## src/rtl/multiplier_seq_ctrl.sv

```systemverilog
// Sequential shift-add multiplier: one partial product per clock over WIDTH clocks,
// with valid/ready handshakes on the operand and result sides.
module multiplier_seq_ctrl #(
    parameter int WIDTH = 8
) (
    input  logic                 clk,
    input  logic                 rst_n,
    input  logic                 in_valid,
    output logic                 in_ready,
    input  logic [WIDTH-1:0]     in1,
    input  logic [WIDTH-1:0]     in2,
    output logic                 out_valid,
    input  logic                 out_ready,
    output logic [2*WIDTH-1:0]   out,
    output logic                 busy
);

    localparam int PW = 2 * WIDTH;
    localparam int CW = (WIDTH > 2) ? $clog2(WIDTH) : 1;
    localparam logic [CW-1:0] LAST_BIT = CW'(WIDTH - 1);

    typedef enum logic [1:0] {
        IDLE = 2'd0,
        RUN  = 2'd1,
        DONE = 2'd2
    } state_t;

    state_t          state_r;
    state_t          state_s;
    logic [WIDTH-1:0] a_r;
    logic [PW-1:0]   b_r;
    logic [PW-1:0]   acc_r;
    logic [PW-1:0]   result_r;
    logic [PW-1:0]   acc_sum_s;
    logic [CW-1:0]   count_r;
    logic            accept_s;
    logic            last_s;
    logic            in_ready_s;
    logic            out_valid_s;
    logic            busy_s;
    logic            in_ready_r;
    logic            out_valid_r;
    logic            busy_r;

    // Multiplicand shifted into position when the scanned multiplier bit is set.
    function automatic logic [PW-1:0] partial_product(
        input logic          bit_sel,
        input logic [PW-1:0] mcand,
        input logic [CW-1:0] shamt
    );
        if (bit_sel) begin
            return mcand << shamt;
        end else begin
            return {PW{1'b0}};
        end
    endfunction

    assign accept_s  = (state_r == IDLE) && in_valid && in_ready_r;
    assign last_s    = (state_r == RUN) && (count_r == LAST_BIT);
    assign acc_sum_s = acc_r + partial_product(a_r[count_r], b_r, count_r);

    // State register plus registered handshake/status outputs.
    always_ff @(posedge clk or negedge rst_n) begin
        if (!rst_n) begin
            state_r     <= IDLE;
            in_ready_r  <= 1'b0;
            out_valid_r <= 1'b0;
            busy_r      <= 1'b0;
        end else begin
            state_r     <= state_s;
            in_ready_r  <= in_ready_s;
            out_valid_r <= out_valid_s;
            busy_r      <= busy_s;
        end
    end

    // Next-state decode.
    always_comb begin
        state_s = state_r;
        case (state_r)
            IDLE: begin
                if (accept_s) state_s = RUN;
                else          state_s = IDLE;
            end
            RUN: begin
                if (count_r == LAST_BIT) state_s = DONE;
                else                     state_s = RUN;
            end
            DONE: begin
                if (out_ready) state_s = IDLE;
                else           state_s = DONE;
            end
            default: state_s = IDLE;
        endcase
    end

    // Output decode on the upcoming state so the registered outputs track the state register.
    always_comb begin
        in_ready_s  = 1'b0;
        out_valid_s = 1'b0;
        busy_s      = 1'b0;
        case (state_s)
            IDLE: begin
                in_ready_s = 1'b1;
            end
            RUN: begin
                busy_s = 1'b1;
            end
            DONE: begin
                busy_s      = 1'b1;
                out_valid_s = 1'b1;
            end
            default: begin
                in_ready_s  = 1'b0;
                out_valid_s = 1'b0;
                busy_s      = 1'b0;
            end
        endcase
    end

    // Operand capture, accumulation and result register; result persists after the transfer.
    always_ff @(posedge clk or negedge rst_n) begin
        if (!rst_n) begin
            a_r      <= {WIDTH{1'b0}};
            b_r      <= {PW{1'b0}};
            acc_r    <= {PW{1'b0}};
            count_r  <= {CW{1'b0}};
            result_r <= {PW{1'b0}};
        end else if (accept_s) begin
            a_r     <= in1;
            b_r     <= {{WIDTH{1'b0}}, in2};
            acc_r   <= {PW{1'b0}};
            count_r <= {CW{1'b0}};
        end else if (state_r == RUN) begin
            acc_r <= acc_sum_s;
            if (last_s) begin
                result_r <= acc_sum_s;
                count_r  <= {CW{1'b0}};
            end else begin
                count_r <= count_r + CW'(1);
            end
        end else begin
            acc_r <= acc_r;
        end
    end

    assign in_ready  = in_ready_r;
    assign out_valid = out_valid_r;
    assign busy      = busy_r;
    assign out       = result_r;

endmodule

```

## config.mk

```make
export PLATFORM = sky130hd
export DESIGN_NAME = multiplier_seq_ctrl
export DESIGN_NICKNAME = d
export VERILOG_FILES = /design/src/rtl/multiplier_seq_ctrl.sv
export SDC_FILE = /design/constraint.sdc
export NUM_CORES = 1
export LEC_CHECK = 0
export BUFFER_PORTS_ARGS = -buffer_cell sky130_fd_sc_hd__buf_2
export CORE_ASPECT_RATIO = 0.5
export CORE_MARGIN = 10
export CORE_UTILIZATION = 53
export CTS_CLUSTER_DIAMETER = 30
export DETAILED_ROUTE_END_ITERATION = 12
export GPL_TIMING_DRIVEN = 1
export PLACE_DENSITY = 0.76
export SLEW_MARGIN = 25
export SYNTH_ARGS = -nofsm -noshare
export SYNTH_HDL_FRONTEND = slang
export SYNTH_SLANG_ARGS = --single-unit
```

## constraint.sdc

```tcl
create_clock -name clk -period 3 [get_ports clk]
set_input_delay 0.9 -clock clk [delete_from_list [all_inputs] [get_ports clk]]
set_output_delay 0.9 -clock clk [all_outputs]
set_load 0.02 [all_outputs]
```

; ---- Word level (Yosys, flattened, before mapping)
; Cells that the tools add are included.
[word_totals]
regBits = 56
latchBits = 0
mem_bits_rw = 0
mem_bits_ro = 0
mem_count = 0
[classes]
add_sub_neg = 2
mul = 0
div_mod_pow = 0
magnitude_cmp = 1
eq_ne = 5
shift = 1
muxes = 15
bitwise_logic = 1
n_reduce_logical = 8
[op_table]
columns = cell, n
row1 = 16-bit 2-to-1 mux, 3
row2 = 16-bit adder, 1
row3 = 8-bit by 3-bit << shifter with 16-bit output, 1
row4 = 3-bit 2-to-1 mux, 3
row5 = 2-bit one-hot mux with 3 select lines, 1
row6 = 1-bit 2-to-1 mux, 5
row7 = 2-bit by 1-bit == test with 1-bit output (second input constant), 2
row8 = 2-bit == test (second input constant), 2
row9 = 2-bit zero test, 2
row10 = 3-bit by 4-bit less-than comparator with 1-bit output (second input constant), 1
row11 = 2-bit 2-to-1 mux, 2
row12 = 3-bit by 1-bit adder with 3-bit output (second input constant), 1
row13 = 1-bit binary-select mux with 3-bit select, 1
row14 = 3-bit == test (second input constant), 1
row15 = 1-bit logical AND, 3
row16 = 3-bit AND reduction, 1
row17 = 2-bit nonzero test, 1
row18 = 2-bit OR reduction, 1
row19 = 1-bit inverter, 1

; ---- Logic depth before layout (Yosys ltp)
; Gate-level depths: netlist of run 1.
[logic_depth]
depth_word = 8
ltp_mapped = 15

; ---- Least setup slack after synthesis of run 1
; Ideal clock, no wire load.
[synth_timing]
path_kind = register to register
startpoint = register count_r[0]
endpoint = register acc_r[12]
setup_ns = 0.137
arrival_ns = 3.056
slack_ns = -0.194
path_stages_with_launch = 15
path_buffers = 3
synth_period_minus_slack_ns = 3.194
path_cell_list = dfrtp_1 buf_2 mux4_2 nand2_1 and2_1 clkbuf_1 a21oi_1 ha_1 buf_6 a211o_1 a31oi_2 nor2_1 a221o_2 xnor2_1 o22ai_1
[synth_between]
elab_chain_cells = 6
word_cells_on_any_way = 7
[synth_rtl]
columns = element, line
row1 = "start, declared", 35  ; logic [CW-1:0] count_r;
row2 = "start signal, assigned", 127  ; count_r <= {CW{1'b0}};
row3 = "start signal, assigned", 133  ; count_r <= {CW{1'b0}};
row4 = "start signal, assigned", 138  ; count_r <= {CW{1'b0}};
row5 = 1-bit binary-select mux with 3-bit select, 60  ; assign acc_sum_s = acc_r + partial_product(a_r[count_r], b_r, count_r);
row6 = 1-bit 2-to-1 mux (implied by the code), 60
row7 = 16-bit 2-to-1 mux (*), 51  ; if (bit_sel) begin
row8 = 16-bit adder (*), 60
row9 = 16-bit 2-to-1 mux (*), 134  ; end else if (state_r == RUN) begin
row10 = 16-bit 2-to-1 mux (*), 129  ; end else if (accept_s) begin
row11 = "end signal, assigned", 126  ; acc_r <= {PW{1'b0}};
row12 = "end signal, assigned", 132  ; acc_r <= {PW{1'b0}};
row13 = "end signal, assigned", 135  ; acc_r <= acc_sum_s;
row14 = "end, declared", 32  ; logic [PW-1:0] acc_r;
; Every way passes the cells marked *; elsewhere a longest branch is shown, timed or not. The select of a mux whose other input is x is not followed.
; A chain may end at the register's enable or synchronous reset.

; ---- Worst setup path after layout of run 1
; Same ends and word-level chain as after synthesis.

==> key figures, run 1 <==
Pwr
  • Internal power: 2.92 mW
  • Clock power frac: 12.6%
  • Net Switching: 2.40 mW
  • Peak supply drop: 660 uV
  • Comb pwr share: 62.1%
  • Sw Ratio: 45.1%
  • Sequential Power Share: 25.3%
  • Power Density: 1280 mW/mm^2
  • Leakage: 1.86 nW

Synth
  • Synth async-reset ratio: 100%
  • Number of synthesized flops with an enable pin: 0
  • Main combinational cell family by area after synthesis: simple AND/OR/NAND/NOR gates
  • Synth warn: 0
  • Area leader, netlist: dfrtp_1
  • Syn nets: 400
  • Compound-gate portion of the synthesized area: 15.7%
  • Synthesized area per cell: 9.36 um^2
  • Sequential area share after synthesis: 41.6%
  • Post-Synthesis Cells: 360
  • Prevailing post-synth register cell: dfrtp_1
  • Synth Area in Adders: 7.65%
  • Seq cells post-synth: 56
  • XOR/XNOR Fraction of Synth Area: 2.86%
  • Simple-gate share of the synthesized area: 19.1%
  • Mapped Area: 0.00337 mm^2
  • Area contributors post-synth: dfrtp_1 42%, ha_1 7.1%, mux2_2 6.7%
  • Share of the synthesized area in the top cell type: 41.6%
  • Synth cell types: 59
  • Post-synthesis mux area share: 9.50%

Timing
  • Tmin final: 3.03 ns
  • Final TNS setup: -0.0555 ns
  • Clk_skew: 0.00290 ns
  • Hold Vio Cnt, Final: 0
  • Fmax: 330 MHz
  • Hold Slack: 0.474 ns
  • Setup violations, final: 3
  • Worst slew pin tran: 0.890 ns
  • Max_slew headroom: 40.7%
  • Final Max Slew Viols: 0
  • Unrepaired setup endpoints after global routing: yes
  • Worst setup margin: -0.0324 ns
  • Final Cycle Share: 101%

Floorplan
  • Full die area: 0.0101 mm^2
  • Starting Density: 55.2%
  • Die Y: 76.4 um
  • Die width: 133 um
  • FP Rows: 20
  • Ports: 39
  • Core area: 0.00611 mm^2

Worst setup path
  • Crit-path max FO: 3
  • CP Data Required Time: 3.14 ns
  • CP startpoint kind: register
  • Worst Setup End Kind: register
  • Critical path type: register to register
  • Crit path DAT: 3.17 ns

Run status
  • Failing checks: negative setup slack
  • Outcome: finished, violations left

Layout
  • Area Overhead vs Synth: 23.1%
  • Fillers: 507
  • Antenna diodes: 0
  • Share of post-route cells with drive strength above 1: 32.7%
  • Commonest non-fill, non-tap cell in the layout: dfrtp_1
  • Most frequent cells in the layout: 55 x dfrtp_1, 51 x nand2_1, 38 x buf_2
  • Final #Nets: 458

Clock network
  • CTS H-Tree Depth: 2
  • Clk sink count: 56
  • CTS buffer count: 5
  • Hold Buf Count CTS: 0
  • Clk slew on worst S/H paths: 0.07 ns
  • CTS tree: done
  • Clk buf depth: 2
  • CTS root buf: clkbuf_16
  • Clock latency at the later pin of the worst-skew pair: 0.30 ns

Global routing
  • GRT Overall Usage: 17.1%
  • GRT overflow: 0
  • Number of global-route vias before repair: 2887
  • Initial antenna violation count: 0
  • Largest net degree at the start of global routing: 31
  • First-pass GRT wire length: 14400 um

Drt
  • Via Count: 2963
  • Remaining DRCs: 0
  • Via density: 5.84
  • Antenna Nets Post-Route: 0
  • First-pass DRT Iterations: 6
  • Drt first-iter violations: 294
  • Wire per inst: 17.5 um
  • WL final: 8860 um

Placement
  • Hpwl dp: 6610 um
  • I/O Buffers: 38
  • Final GP Congestion: 0.959

Job
  • Max-Cap Viols: 0

Worst hold path
  • Hold WC Path Type: register to register
## area by class of cell
| cell class | instances | area [um^2] | share of cell area (%) |
|---|---|---|---|
| timing repair buffer | 73 | 473 | 11.4 |
| clock inverter | 3 | 42.5 | 1.03 |
| tap | 88 | 110 | 2.65 |
| inverter | 6 | 22.5 | 0.543 |
| clock buffer | 5 | 125 | 3.02 |
| multi-input combinational | 276 | 1970 | 47.5 |
| sequential | 56 | 1400 | 33.8 |
## Yosys cell counts (3+ instances only)
cell and count:
mux2i_1 5, o21ai_0 22, mux2_2 20, xnor2_1 4, nand3_1 12, nor2_1 34
o22ai_1 5, clkbuf_1 13, ha_1 19, nor3_1 5, buf_2 5, nand2_1 53
xor2_1 7, nand4_1 10, nor2b_1 3, a21oi_1 18, or4_1 6, o21a_1 3
inv_1 6, nand2b_1 3, or3_1 3, a211oi_1 3, and2_1 3, o31ai_1 3
dfrtp_1 56
## kinds of logic (layout without fill, tap and decap cells)
family / count (synthesis) / count (layout)
adders and majority gates: 20 / 20
AOI/OAI and AO/OA: 79 / 79
and+or+nand+nor: 139 / 139
xor gates and xnor gates: 11 / 11
muxes: 27 / 27
DFF: 56 / 56
buffers and inverters: 28 / 87
## worst paths after layout
check	startpoint	end	cells past startpoint	slack, ns
max in group asynchronous	rst_n	out[15]$_DFFE_PN0P_	2	1.80
worst min register to register	out[8]$_DFFE_PN0P_	out[8]$_DFFE_PN0P_	2	0.47
worst min-delay path	out[8]$_DFFE_PN0P_	out[8]$_DFFE_PN0P_	2	0.47
worst max register to register	count_r[0]$_DFFE_PN0P_	acc_r[12]$_DFFE_PN0P_	11	-0.03
worst max-delay path	count_r[0]$_DFFE_PN0P_	acc_r[12]$_DFFE_PN0P_	11	-0.03
min in group asynchronous	rst_n	b_r[1]$_DFFE_PN0P_	1	0.62
## power by group through the flow
stage | Combinational [mW] | Sequential, mW | Clock, mW
4_1_cts | 3.16 | 1.34 | 0.680
5_1_grt | 3.58 | 1.39 | 0.713
3_5_place_dp | 3.04 | 1.35 | 0
2_1_floorplan | 2.04 | 1.38 | 0
6_report | 3.30 | 1.34 | 0.672
3_3_place_gp | 2.90 | 1.32 | 0
## repair_timing
item,4_1_cts,5_1_grt
gates resized for setup,11,21
pin swaps,1,13
endpoints found under the setup margin,10,20
buffers inserted,1,2
## registers in the layout, summed over array words and instances (netlist names), 2 cells and up
register  flops
b_r           8
acc_r        16
count_r       3
a_r           8
out          16
state_r       2
## metal layers
metal	vias up	track usage, %	share of wire (%)
li1	1407	-	-
met1	1405	23.5	47
met2	139	24.9	44
met3	12	5.72	8.7
met4	0	4.26	0.93
met5	-	0	0
## metrics by stage
stage / area (um^2) / setup WS [ns] / std cells / power (mW) / util (%)
floorplan: 3410 / -0.0582 / 360 / 3.42 / -
global placement: 3850 / 0.0233 / 496 / 4.22 / 63.0
detailed placement: 3850 / -0.112 / 496 / 4.39 / 63.0
CTS: 4070 / -0.00181 / 505 / 5.18 / 66.6
global route: 4150 / -0.142 / 507 / 5.68 / 67.9
finish: 4150 / -0.0324 / 507 / 5.32 / 67.9
## worst max-delay path, stage by stage (launching register included)
cell	delay, ns
dfrtp_1	0.43
mux4_2	0.54
nand2_2	0.10
nor2_1	0.05
ha_2	0.19
fa_2	0.40
a21o_4	0.23
a31oi_4	0.17
nor2_2	0.06
a221o_2	0.41
xnor2_2	0.20
o22ai_1	0.10
(Power assumes the default switching activity.)
==> run 2, diff against run 1 <==
--- a/config.mk
+++ b/config.mk
@@ -6,13 +6,15 @@
 export NUM_CORES = 1
 export LEC_CHECK = 0
 export BUFFER_PORTS_ARGS = -buffer_cell sky130_fd_sc_hd__buf_2
+export CELL_PAD_IN_SITES_DETAIL_PLACEMENT = 1
+export CELL_PAD_IN_SITES_GLOBAL_PLACEMENT = 2
 export CORE_ASPECT_RATIO = 0.5
 export CORE_MARGIN = 10
-export CORE_UTILIZATION = 53
+export CORE_UTILIZATION = 33
 export CTS_CLUSTER_DIAMETER = 30
 export DETAILED_ROUTE_END_ITERATION = 12
 export GPL_TIMING_DRIVEN = 1
-export PLACE_DENSITY = 0.76
+export PLACE_DENSITY_LB_ADDON = 0.1
 export SLEW_MARGIN = 25
 export SYNTH_ARGS = -nofsm -noshare
 export SYNTH_HDL_FRONTEND = slang
==> key figures, run 2 (synthesis gave the netlist of run 1 again) <==
Drt
  • Remaining DRCs: 0 (unchanged)
  • WL final: 10600 um (was 8860 um)
  • Antenna Nets Post-Route: 0 (unchanged)
  • Drt first-iter violations: 132 (was 294)
  • Via Count: 2949 (was 2963)
  • Wire per inst: 18.6 um (was 17.5 um)
  • Via density: 5.16 (was 5.84)
  • First-pass DRT Iterations: 4 (was 6)

Timing
  • Hold Vio Cnt, Final: 0 (unchanged)
  • Setup violations, final: 5 (was 3)
  • Tmin final: 3.08 ns (was 3.03 ns)
  • Fmax: 325 MHz (was 330 MHz)
  • Clk_skew: 0.0140 ns (was 0.00290 ns)
  • Worst setup margin: -0.0804 ns (was -0.0324 ns)
  • Worst slew pin tran: 0.975 ns (was 0.890 ns)
  • Final Max Slew Viols: 0 (unchanged)
  • Hold Slack: 0.478 ns (was 0.474 ns)
  • Max_slew headroom: 35.0% (was 40.7%)
  • Final Cycle Share: 103% (was 101%)
  • Unrepaired setup endpoints after global routing: yes (unchanged)

Pwr
  • Peak supply drop: 394 uV (was 660 uV)
  • Sequential Power Share: 22.9% (was 25.3%)
  • Power Density: 1320 mW/mm^2 (was 1280 mW/mm^2)
  • Clock power frac: 11.6% (was 12.6%)
  • Power Total: 5.90 mW (was 5.32 mW)
  • Comb pwr share: 65.5% (was 62.1%)
  • Internal power: 3.26 mW (was 2.92 mW)
  • Net Switching: 2.63 mW (was 2.40 mW)
  • Sw Ratio: 44.7% (was 45.1%)
  • Leakage: 1.97 nW (was 1.86 nW)

Placement
  • Cell Area, Placed: 0.00397 mm^2 (was 0.00385 mm^2)
  • I/O Buffers: 38 (unchanged)
  • Setup WS pre-CTS: -0.181 ns (was -0.112 ns)
  • Placed Cells: 552 (was 496)
  • Hpwl dp: 7670 um (was 6610 um)
  • Final GP Congestion: 0.895 (was 0.959)

Global routing
  • GRT overflow: 0 (unchanged)
  • Number of global-route vias before repair: 3086 (was 2887)
  • GRT Overall Usage: 13.8% (was 17.1%)
  • Initial antenna violation count: 0 (unchanged)
  • Largest net degree at the start of global routing: 36 (was 31)
  • First-pass GRT wire length: 16600 um (was 14400 um)

Floorplan
  • FP Rows: 25 (was 20)
  • Full die area: 0.0149 mm^2 (was 0.0101 mm^2)
  • Ports: 39 (unchanged)
  • Starting Density: 34.8% (was 55.2%)
  • Die width: 163 um (was 133 um)
  • Die Y: 91.5 um (was 76.4 um)
  • Core area: 0.00970 mm^2 (was 0.00611 mm^2)

Clock network
  • CTS H-Tree Depth: 2 (unchanged)
  • CTS tree: done (unchanged)
  • CTS buffer count: 5 (unchanged)
  • Clk buf depth: 2 (unchanged)
  • Clk sink count: 56 (unchanged)
  • Clock latency at the later pin of the worst-skew pair: 0.30 ns (about the same)
  • CTS root buf: clkbuf_16 (unchanged)
  • Clk slew on worst S/H paths: 0.08 ns (was 0.07 ns)

Worst hold path
  • Hold WC Path Type: register to register (unchanged)

Layout
  • Antenna diodes: 0 (unchanged)
  • Share of post-route cells with drive strength above 1: 39.0% (was 32.7%)
  • Non-filler cells, final: 571 (was 507)
  • Commonest non-fill, non-tap cell in the layout: dfrtp_1 (unchanged)
  • Most frequent cells in the layout: 54 x dfrtp_1, 49 x nand2_1, 47 x buf_4 (was 55 x dfrtp_1, 51 x nand2_1, 38 x buf_2)
  • Area Overhead vs Synth: 32.7% (was 23.1%)
  • Final #Nets: 475 (was 458)
  • Post-route cell area: 0.00447 mm^2 (was 0.00415 mm^2)

Worst setup path
  • CP Data Required Time: 3.23 ns (was 3.14 ns)
  • Slowest-stage cell, CP: mux4_2 (unchanged)
  • Critical path type: register to register (unchanged)
  • CP startpoint kind: register (unchanged)
  • Cell Chain, Critical Path: mux4_2 -> nand2_2 -> buf_4 -> buf_4 -> nor2_1 -> ha_1 -> nand3_1 -> nor2_2 -> nor2_4 -> o211a_4 -> or4_1 -> nand3_1 (was mux4_2 -> nand2_2 -> nor2_1 -> ha_2 -> fa_2 -> a21o_4 -> a31oi_4 -> nor2_2 -> a221o_2 -> xnor2_2 -> o22ai_1)
  • Crit path DAT: 3.31 ns (was 3.17 ns)
  • Worst Setup End Kind: register (unchanged)
  • Crit-path max FO: 8 (was 3)
  • Slowest Stage Delay on Critical Path: 0.54 ns (about the same)

Job
  • Max-Cap Viols: 0 (unchanged)

Run status
  • Outcome: finished, violations left (unchanged)
  • Failing checks: negative setup slack (unchanged)
run 2: final timing paths:
path | cells after the start | to | start | slack [ns]
worst max register to register | 12 | out[13]$_DFFE_PN0P_ | count_r[0]$_DFFE_PN0P_ | -0.08
worst min-delay path | 2 | out[0]$_DFFE_PN0P_ | out[0]$_DFFE_PN0P_ | 0.48
worst min register to register | 2 | out[0]$_DFFE_PN0P_ | out[0]$_DFFE_PN0P_ | 0.48
max in group asynchronous | 2 | acc_r[6]$_DFFE_PN0P_ | rst_n | 1.85
min in group asynchronous | 1 | b_r[3]$_DFFE_PN0P_ | rst_n | 0.58
worst max-delay path | 12 | out[13]$_DFFE_PN0P_ | count_r[0]$_DFFE_PN0P_ | -0.08
run 2: timing repair:
item | CTS | global route
endpoints found under the setup margin | 15 | 20
hold buffers | 0 | 0
pin swaps | 14 | 23
buffers inserted | 8 | 5
resized for setup | 18 | 40
run 2: layout make-up:
class / instances / area [um^2]
clock buffers: 6 / 129
well taps: 135 / 169
inverters: 6 / 26.3
repair buffers: 90 / 608
multi-input cells: 276 / 2100
fillers: 1113 / 5230
clock inverters: 2 / 35.0
flip-flops and latches: 56 / 1400
run 2: routing by layer:
layer,share of wire (%),wire (um),GRT usage (%)
met5,0,0,0
met4,0.84,89,2.99
met3,5.9,631,4.05
met2,41,4370,19.5
met1,52,5560,20.0
run 2: metrics by stage:
| stage | TNS (ns) | util (%) |
|---|---|---|
| 3_3_place_gp | -0.218 | 41.0 |
| 4_1_cts | -0.307 | 44.2 |
| 5_1_grt | -1.98 | 46.1 |
| 6_report | -0.284 | 46.1 |
| 2_1_floorplan | -0.146 | - |
| 3_5_place_dp | -0.915 | 41.0 |
run 2: power by group through the flow:
stage | Sequential [mW] | Combinational [mW] | Clock (mW)
floorplan | 1.38 | 2.04 | 0
global placement | 1.33 | 3.13 | 0
detailed placement | 1.35 | 3.24 | 0
CTS | 1.34 | 3.50 | 0.696
global route | 1.40 | 4.24 | 0.721
finish | 1.35 | 3.86 | 0.686
run 2: worst max-delay path, delay by kind of cell, from the launching register on:
kind | cells | cell delay, ns
fa+ha+maj | 1 | 0.38
flops | 1 | 0.41
compound gates | 1 | 0.29
mux | 1 | 0.54
buf+inv | 2 | 0.22
simple gates | 7 | 1.16
==> run 3, diff against run 2 <==
--- a/config.mk
+++ b/config.mk
@@ -5,7 +5,7 @@
 export SDC_FILE = /design/constraint.sdc
 export NUM_CORES = 1
 export LEC_CHECK = 0
-export BUFFER_PORTS_ARGS = -buffer_cell sky130_fd_sc_hd__buf_2
+export BUFFER_PORTS_ARGS = -buffer_cell sky130_fd_sc_hd__buf_4
 export CELL_PAD_IN_SITES_DETAIL_PLACEMENT = 1
 export CELL_PAD_IN_SITES_GLOBAL_PLACEMENT = 2
 export CORE_ASPECT_RATIO = 0.5
==> key figures, run 3 (synthesis gave the netlist of run 1 again) <==
Run status
  • Outcome: finished, final reports clean (was finished, violations left)

Layout
  • Commonest non-fill, non-tap cell in the layout: buf_4 (was dfrtp_1)
  • Area Overhead vs Synth: 32.3% (was 32.7%)
  • Share of post-route cells with drive strength above 1: 36.9% (was 39.0%)
  • Antenna diodes: 0 (unchanged)
  • Fillers: 1108 (was 1113)
  • Final #Nets: 467 (was 475)
  • Most frequent cells in the layout: 81 x buf_4, 54 x dfrtp_1, 50 x nand2_1 (was 54 x dfrtp_1, 49 x nand2_1, 47 x buf_4)

Worst setup path
  • CP startpoint kind: register (unchanged)
  • R2R depth: 11 (was 12)
  • Cell Chain, Critical Path: mux4_2 -> nand2_2 -> nor2_1 -> ha_2 -> fa_2 -> a21o_4 -> a31oi_4 -> nor2_2 -> a221o_2 -> mux2i_2 -> o21ai_1 (was mux4_2 -> nand2_2 -> buf_4 -> buf_4 -> nor2_1 -> ha_1 -> nand3_1 -> nor2_2 -> nor2_4 -> o211a_4 -> or4_1 -> nand3_1)
  • Crit path DAT: 3.10 ns (was 3.31 ns)
  • R2r setup slk: 0.05 ns (was -0.08 ns)
  • Crit Reg-Reg Startpoint: count_r[0]$_DFFE_PN0P_ (unchanged)
  • Reg2reg end: acc_r[14]$_DFFE_PN0P_ (was out[13]$_DFFE_PN0P_)
  • Crit-path max FO: 3 (was 8)
  • Slowest-stage cell, CP: mux4_2 (unchanged)
  • Worst Setup End Kind: register (unchanged)
  • CP delay by family, top: compound AO/OA/AOI/OAI gates (was simple AND/OR/NAND/NOR gates)
  • CP Data Required Time: 3.15 ns (was 3.23 ns)
  • Slowest Stage Delay on Critical Path: 0.53 ns (was 0.54 ns)
  • CP bufs+invs: 0 (was 2)
  • Critical path type: register to register (unchanged)

Global routing
  • First-pass GRT wire length: 17100 um (was 16600 um)
  • Largest net degree at the start of global routing: 57 (was 36)
  • GRT overflow: 0 (unchanged)
  • Initial antenna violation count: 0 (unchanged)
  • GRT Overall Usage: 14.1% (was 13.8%)
  • Number of global-route vias before repair: 3138 (was 3086)

Timing
  • Fmax: 339 MHz (was 325 MHz)
  • Final Cycle Share: 98.3% (was 103%)
  • Max_slew headroom: 34.1% (was 35.0%)
  • Final Max Slew Viols: 0 (unchanged)
  • Final TNS setup: 0 ns (was -0.284 ns)
  • Hold Slack: 0.480 ns (was 0.478 ns)
  • Hold Vio Cnt, Final: 0 (unchanged)
  • Clk_skew: 0.00719 ns (was 0.0140 ns)
  • Unrepaired setup endpoints after global routing: yes (unchanged)
  • Setup violations, final: 0 (was 5)
  • Worst slew pin tran: 0.988 ns (was 0.975 ns)
  • Tmin final: 2.95 ns (was 3.08 ns)

Clock network
  • CTS H-Tree Depth: 2 (unchanged)
  • Clk sink count: 56 (unchanged)
  • Clk buf depth: 2 (unchanged)
  • CTS buffer count: 5 (unchanged)
  • CTS tree: done (unchanged)
  • CTS root buf: clkbuf_16 (unchanged)
  • Hold Buf Count CTS: 0 (unchanged)
  • Clock latency at the later pin of the worst-skew pair: 0.30 ns (about the same)
  • Clk slew on worst S/H paths: 0.08 ns (about the same)

Drt
  • Via Count: 2905 (was 2949)
  • WL final: 10500 um (was 10600 um)
  • Remaining DRCs: 0 (unchanged)
  • Via density: 5.16 (about the same)
  • First-pass DRT Iterations: 4 (unchanged)
  • Wire per inst: 18.6 um (about the same)
  • Drt first-iter violations: 159 (was 132)
  • Antenna Nets Post-Route: 0 (unchanged)

Placement
  • Final GP Congestion: 0.850 (was 0.895)
  • I/O Buffers: 38 (unchanged)
  • Hpwl dp: 7780 um (was 7670 um)

Pwr
  • Leakage: 1.93 nW (was 1.97 nW)
  • Power Total: 5.82 mW (was 5.90 mW)
  • Power Density: 1310 mW/mm^2 (was 1320 mW/mm^2)
  • Peak supply drop: 359 uV (was 394 uV)

Job
  • Max-Cap Viols: 0 (unchanged)

Floorplan
  • Ports: 39 (unchanged)
  • Die Y: 91.5 um (unchanged)
  • Die width: 163 um (unchanged)
  • Starting Density: 34.8% (unchanged)
  • Core area: 0.00970 mm^2 (unchanged)
  • FP Rows: 25 (unchanged)
  • Full die area: 0.0149 mm^2 (unchanged)

Worst hold path
  • Hold WC Path Type: register to register (unchanged)
  • Hold Path Sink: out[0]$_DFFE_PN0P_ (unchanged)
  • Hold wc startpoint: out[0]$_DFFE_PN0P_ (unchanged)
  • WHS Path Cells: 2 (unchanged)
run 3: worst register-to-register path: cells and delay by family, from the launching register on:
kind	cells	cell delay (ns)
AOI/OAI and AO/OA	4	0.89
adders and majority gates	2	0.54
DFF	1	0.41
muxes	2	0.73
and+or+nand+nor	3	0.22
run 3: cell type report:
type	instances	area, um^2	share of cell area [%]
tap	135	169	3.79
sequential	56	1400	31.5
multi-input combinational	276	2080	46.6
timing repair buffer	82	619	13.9
clock inverter	2	38.8	0.870
inverter	6	22.5	0.505
clock buffer	6	129	2.89
run 3: routing by layer:
metal / vias to the layer above / track usage [%] / part of all wire [%]
li1: 1420 / - / -
met1: 1421 / 20.4 / 53
met2: 59 / 20.1 / 41
met3: 5 / 4.10 / 5.9
met4: 0 / 2.69 / 0.46
met5: - / 0 / 0
run 3: through the flow:
stage | cell area [um^2] | util, % | std cells | worst slack [ns]
after floorplan | 3410 | - | 360 | -0.0582
after global placement | 4050 | 41.8 | 551 | -0.0261
after detailed placement | 4050 | 41.8 | 551 | -0.134
after CTS | 4300 | 44.3 | 561 | -0.0251
after global routing | 4460 | 46.0 | 563 | -0.107
final | 4460 | 46.0 | 563 | 0.0511
run 3: worst max-delay path by stage:
stage                           startpoint  depth (start not counted)  slack, ns               endpoint
floorplan           count_r[0]$_DFFE_PN0P_                         14      -0.06  acc_r[14]$_DFFE_PN0P_
global placement    count_r[1]$_DFFE_PN0P_                         12      -0.03  acc_r[14]$_DFFE_PN0P_
detailed placement  count_r[1]$_DFFE_PN0P_                         14      -0.13  acc_r[14]$_DFFE_PN0P_
CTS                 count_r[0]$_DFFE_PN0P_                         11      -0.03  acc_r[14]$_DFFE_PN0P_
global route        count_r[0]$_DFFE_PN0P_                         11      -0.11   acc_r[7]$_DFFE_PN0P_
finish              count_r[0]$_DFFE_PN0P_                         11       0.05  acc_r[14]$_DFFE_PN0P_
run 3: where the power goes:
part	total (mW)	internal [mW]	leakage (nW)	switching (mW)
logic	3.76	1.73	1.15	2.03
clock network	0.698	0.399	0.0815	0.299
registers	1.36	1.10	0.698	0.265
total	5.82	3.23	1.93	2.59
run 3: repair_timing:
item,CTS,global route
cloned,0,0
resized for setup,18,30
setup endpoints to repair,15,22
pin swaps,4,4
buffers inserted,2,2
